<file path="src/rtl/uart_rx_ctrl.sv">
// uart_rx_ctrl: receive-side controller between the UART receiver core and a consumer.
// Converts receiver byte/error strobes into a Depth-entry byte FIFO with a valid/ready
// output, keeps overrun and error-count status, and pulses idle after a quiet period.
// Ports:
//   clk, nReset          clock, asynchronous active-low reset
//   rxData, rxDone       received byte and its completion strobe (rising edge = 1 byte)
//   rxErr                receiver error strobe (rising edge = 1 error event)
//   outData, outValid    FIFO head byte and non-empty flag
//   outReady             consumer accepts head when outValid && outReady
//   level                FIFO occupancy
//   overrun              sticky flag: a byte was dropped on a full FIFO
//   errCount             saturating error event count
//   idle                 one-cycle pulse after IdleCycles quiet cycles following a byte
//   clearStatus          synchronous clear of overrun and errCount
module uart_rx_ctrl #(
  parameter int unsigned Depth      = 4,
  parameter int unsigned IdleCycles = 2560
) (
  input  logic                     clk,
  input  logic                     nReset,
  input  logic [7:0]               rxData,
  input  logic                     rxDone,
  input  logic                     rxErr,
  output logic [7:0]               outData,
  output logic                     outValid,
  input  logic                     outReady,
  output logic [$clog2(Depth):0]   level,
  output logic                     overrun,
  output logic [7:0]               errCount,
  output logic                     idle,
  input  logic                     clearStatus
);

  localparam int unsigned AW = $clog2(Depth);
  localparam int unsigned PW = AW + 1;
  localparam int unsigned TW = $clog2(IdleCycles);

  typedef enum logic {WAIT, CAPTURE} state_t;

  state_t          state, stateNext;
  logic            push;
  logic            doneQ, errQ;
  logic            doneRise, errRise;
  logic [PW-1:0]   wrPtr, rdPtr;
  logic [7:0]      mem [Depth];
  logic            full, pop, pushOk, drop;
  logic [PW-1:0]   levelNext;
  logic [TW-1:0]   timer, timerNext;
  logic            armed, armSrc, fire;

  assign doneRise = rxDone & ~doneQ;
  assign errRise  = rxErr & ~errQ;

  // Strobe edge-detect registers
  always_ff @(posedge clk or negedge nReset) begin
    if (!nReset) begin
      doneQ <= 1'b0;
      errQ  <= 1'b0;
    end else begin
      doneQ <= rxDone;
      errQ  <= rxErr;
    end
  end

  // Capture FSM state register
  always_ff @(posedge clk or negedge nReset) begin
    if (!nReset) state <= WAIT;
    else         state <= stateNext;
  end

  // Capture FSM: one CAPTURE cycle per rxDone rising edge issues the push
  always_comb begin
    stateNext = state;
    push      = 1'b0;
    case (state)
      WAIT:    if (doneRise) stateNext = CAPTURE;
      CAPTURE: begin
        push      = 1'b1;
        stateNext = WAIT;
      end
      default: stateNext = WAIT;
    endcase
  end

  // FIFO control; a push into a full FIFO is still accepted when a pop frees the slot
  always_comb begin
    full   = (wrPtr[AW] != rdPtr[AW]) && (wrPtr[AW-1:0] == rdPtr[AW-1:0]);
    pop    = outValid && outReady;
    pushOk = push && (!full || pop);
    drop   = push && full && !pop;
    levelNext = level;
    case ({pushOk, pop})
      2'b10:   levelNext = level + PW'(1);
      2'b01:   levelNext = level - PW'(1);
      default: levelNext = level;
    endcase
  end

  assign outData = mem[rdPtr[AW-1:0]];

  // FIFO storage, pointers and occupancy
  always_ff @(posedge clk or negedge nReset) begin
    if (!nReset) begin
      wrPtr    <= '0;
      rdPtr    <= '0;
      level    <= '0;
      outValid <= 1'b0;
      for (int i = 0; i < int'(Depth); i++) mem[i] <= 8'h00;
    end else begin
      if (pushOk) begin
        mem[wrPtr[AW-1:0]] <= rxData;
        wrPtr              <= wrPtr + PW'(1);
      end
      if (pop) rdPtr <= rdPtr + PW'(1);
      level    <= levelNext;
      outValid <= (levelNext != '0);
    end
  end

  // Status: a coinciding event overrides clearStatus
  always_ff @(posedge clk or negedge nReset) begin
    if (!nReset) begin
      overrun  <= 1'b0;
      errCount <= 8'h00;
    end else begin
      if (drop)             overrun <= 1'b1;
      else if (clearStatus) overrun <= 1'b0;

      if (clearStatus)      errCount <= errRise ? 8'h01 : 8'h00;
      else if (errRise && errCount != 8'hFF) errCount <= errCount + 8'h01;
    end
  end

  // Idle timer: the push cycle counts as zero, so the pulse lands IdleCycles-1 cycles later
  always_comb begin
    armSrc    = push || armed;
    timerNext = push ? TW'(1) : timer + TW'(1);
    fire      = armSrc && (timerNext == TW'(IdleCycles - 1));
  end

  always_ff @(posedge clk or negedge nReset) begin
    if (!nReset) begin
      timer <= '0;
      armed <= 1'b0;
      idle  <= 1'b0;
    end else begin
      if (armSrc) timer <= timerNext;
      armed <= armSrc && !fire;
      idle  <= fire;
    end
  end

endmodule

</file>
<file path="config.mk">
export PLATFORM = sky130hd
export DESIGN_NAME = uart_rx_ctrl
export DESIGN_NICKNAME = d
export VERILOG_FILES = /design/src/rtl/uart_rx_ctrl.sv
export SDC_FILE = /design/constraint.sdc
export NUM_CORES = 1
export LEC_CHECK = 0
export CAP_MARGIN = 40
export CORE_MARGIN = 4
export CORE_UTILIZATION = 60
export DETAILED_ROUTE_END_ITERATION = 8
export PLACE_DENSITY_LB_ADDON = 0.1
export SLEW_MARGIN = 20
export SYNTH_ARGS = -nofsm -noshare
export SYNTH_HDL_FRONTEND = slang
export SYNTH_SLANG_ARGS = --single-unit
</file>
<file path="constraint.sdc">
create_clock -name clk -period 4.5 [get_ports clk]
set_input_delay 0.9 -clock clk [delete_from_list [all_inputs] [get_ports clk]]
set_output_delay 0.9 -clock clk [all_outputs]
set_load 0.05 [all_outputs]
</file>
==> qor.txt <==
run status: finished clean
final hold vios: 0
Avg Inst Size Synth: 12.7 um2
DRC errors left: 0
Async S/R FF share, synth: 100%
GRT Residual Overflow: 0
commonest cells after routing, fill and taps aside: dfrtp_1, mux2_2, clkdlybuf4s50_1
sequential element share of the synthesized area: 51.3%
routability-driven placement congestion ratio: 0.834
detail-routed net length per standard cell: 16.1 um
fraction of the core area covered by cells at the end of the flow: 75.0%
Die Width: 82.4 um
detailed-route via count: 2126
drt first-iter violations: 100
via count of the first global-routing pass: 2106
Final Slew Violations: 0
Leakage: 0.00165 uW
number of primary I/O pins: 36
final period utilization: 74.3%
insertion delay to the later sink of the worst-skew pair: 340 ps
area enclosed by the die boundary: 6780 um2
Max Clock Skew: 9.58 ps
post-DP HPWL: 4.07 mm
slew at the pin closest to its max-slew limit: 605 ps
peak fanout along the critical path: 11
number of flops mapped to enable cells by yosys: 0
fraction of layout cells with a size suffix above 1: 20.4%
Register-to-Register Path Depth: 9
first-pass GRT wire length: 10.1 mm
design area: 3930 um2
synthesized instance count: 261
DRT antenna net count: 0
startpoint type of the worst setup path: flop
Total Neg Setup Slack: 0 ps
Placed Area: 3720 um2
Antenna Diode Count: 0
setup violation total in the final timing report: 0
maximum root-to-sink buffer count: 2
max_slew headroom: 59.7%
fmax: 299 MHz
area growth from synthesis to layout: 18.4%
RSZ-0062 raised after global routing: no
clock-pin slew reported for the worst setup and hold paths after clock tree synthesis: 70 ps
initial antenna violation count: 0
arrival time of the worst setup path: 2440 ps
aggregate routed wire length: 6.04 mm
switching power total: 994 uW
count of different cell masters after synthesis: 49
detailed-route vias per instance: 5.68
CTS sink count: 68
Post-Syn Area: 3320 um2
shortest clock period the worst path allows after layout: 3340 ps
Port-buffer cells: 35
Cell Pwr Density: 662 nW/um2
worst setup margin: 1160 ps
required time at the worst-slack endpoint: 3600 ps
Nets: 322
post-CTS setup buffer count: 0
Synth Flop Type: dfrtp_1
Max-Cap Viols: 0
fraction of power consumed by the clock network: 19.6%
YS warnings: 0
flop and latch count out of synthesis: 68
pre-CTS setup slack: 1090 ps
relative contribution of combinational cells to total power: 42.0%
Gates resized, CTS repair: 0
Net Count, Synth: 284
Sequential Power Share: 38.4%
clock buffers created by TritonCTS: 9
Pre-Repair DR Iteration Count: 4
area inside the core boundary: 5240 um2
hold_sp: doneQ
endpoint kind of the worst setup timing path: primary output
sink of the worst hold path: state
Die H: 82.4 um
count of H-tree levels built during CTS: 3
Global Route Usage Sum: 20.3%
Clk Tree Root Cell: clkbuf_8
Worst R2R End: outValid
switching power as a share of total power: 38.2%
worst setup path class: reg2out
worst vdd ir: 0.000501 V
beginning of the worst register-to-register path: rdPtr[0]
R2R setup slack: 1620 ps
count of cells along the worst hold path: 1
starting utilization of the core area: 63.3%
pin count of the biggest net entering global routing: 32
count of filler cells inserted in the layout: 333
internal power summed over all cells: 1610 uW
TritonCTS clock tree: built
CTS Hold Buffers Added: 0
most common cell after layout, fill and taps aside: dfrtp_1
type of the worst min-delay path: reg2reg
number of core rows: 26
-- routing by layer --
layer / vias to the layer above / global-route usage [%] / share of wire (%)
li1: 1029 / - / -
met1: 1052 / 28.9 / 50
met2: 34 / 29.9 / 44
met3: 11 / 4.99 / 4.1
met4: 0 / 7.97 / 1.8
met5: - / 0 / 0
-- area by class of cell --
type	count	area [um2]	area share, %
Clock buffer	12	155	3.95
Clock inverter	4	47.5	1.21
Inverter	9	33.8	0.860
Multi-Input combinational cell	174	1530	38.9
Sequential cell	68	1700	43.3
Tap cell	70	87.6	2.23
Timing Repair Buffer	37	373	9.49
-- power groups by stage --
stage                     Clock, uW  Sequential [uW]  Combinational, uW
after detailed placement          0             1000               1100
after global placement            0             1000               1070
after floorplan                   0              986                818
final                           509              999               1090
after CTS                       523              996               1100
after global routing            554             1030               1170
-- logic make-up after synthesis --
group           Yosys count  share of synthesized area [%]
simple gates             72                           11.7
flops                    68                           51.3
mux                      45                           18.6
xor+xnor                 25                           6.60
compound gates           23                           5.55
buf+inv                  19                           2.60
fa+ha+maj                 9                           3.62
-- cell usage after synthesis (2+ instances only) --
| cell type | number | share of area [%] |
|---|---|---|
| and3_1 | 2 | 0.38 |
| nand2b_1 | 3 | 0.57 |
| nor4_1 | 2 | 0.38 |
| mux2_2 | 35 | 12 |
| o31ai_1 | 2 | 0.45 |
| clkbuf_1 | 5 | 0.57 |
| xor2_1 | 8 | 2.1 |
| mux2i_1 | 2 | 0.60 |
| nand3_1 | 7 | 1.1 |
| a21oi_1 | 4 | 0.60 |
| mux4_1 | 6 | 4.8 |
| xnor2_1 | 17 | 4.5 |
| and4_1 | 3 | 0.79 |
| nand2_1 | 11 | 1.2 |
| inv_1 | 9 | 1.0 |
| buf_2 | 2 | 0.30 |
| o22ai_1 | 2 | 0.38 |
| o21ai_0 | 2 | 0.30 |
| a31oi_1 | 2 | 0.38 |
| ha_1 | 8 | 3.0 |
| nor2_1 | 17 | 1.9 |
| nor3_1 | 4 | 0.60 |
| mux4_2 | 2 | 1.4 |
| or3_1 | 2 | 0.38 |
| nand2_2 | 4 | 0.75 |
| nand4_1 | 8 | 1.5 |
| nor4b_1 | 2 | 0.53 |
| o32ai_1 | 2 | 0.53 |
| dfrtp_1 | 68 | 51 |
-- per-stage QoR --
stage,hold slack [ps],total power (uW),instances
2_1_floorplan,382,1800,261
3_3_place_gp,391,2070,357
3_5_place_dp,399,2100,358
4_1_cts,420,2620,374
5_1_grt,434,2750,374
6_report,408,2600,374
-- flip-flops by register name, summed over array words and instances (netlist names) --
register  cells
mem          32
wrPtr         3
level         3
state         1
timer        12
errCount      8
outValid      1
doneQ         1
overrun       1
errQ          1
rdPtr         3
armed         1
idle          1
-- critical path: stages (launching register included) --
cell             delay, ps
dfrtp_1                730
mux4_1                 650
clkdlybuf4s50_1        720
-- worst max-delay path by stage --
stage	endpoint	cells after the start	slack, ps	from
floorplan	outValid	7	1740	outReady
global placement	outValid	8	1200	outReady
detailed placement	outValid	10	1090	outReady
CTS	outData[2]	2	1150	rdPtr[0]
global route	outData[2]	2	1090	rdPtr[0]
finish	outData[2]	2	1160	rdPtr[0]
Power figures use the tool's default switching activity.
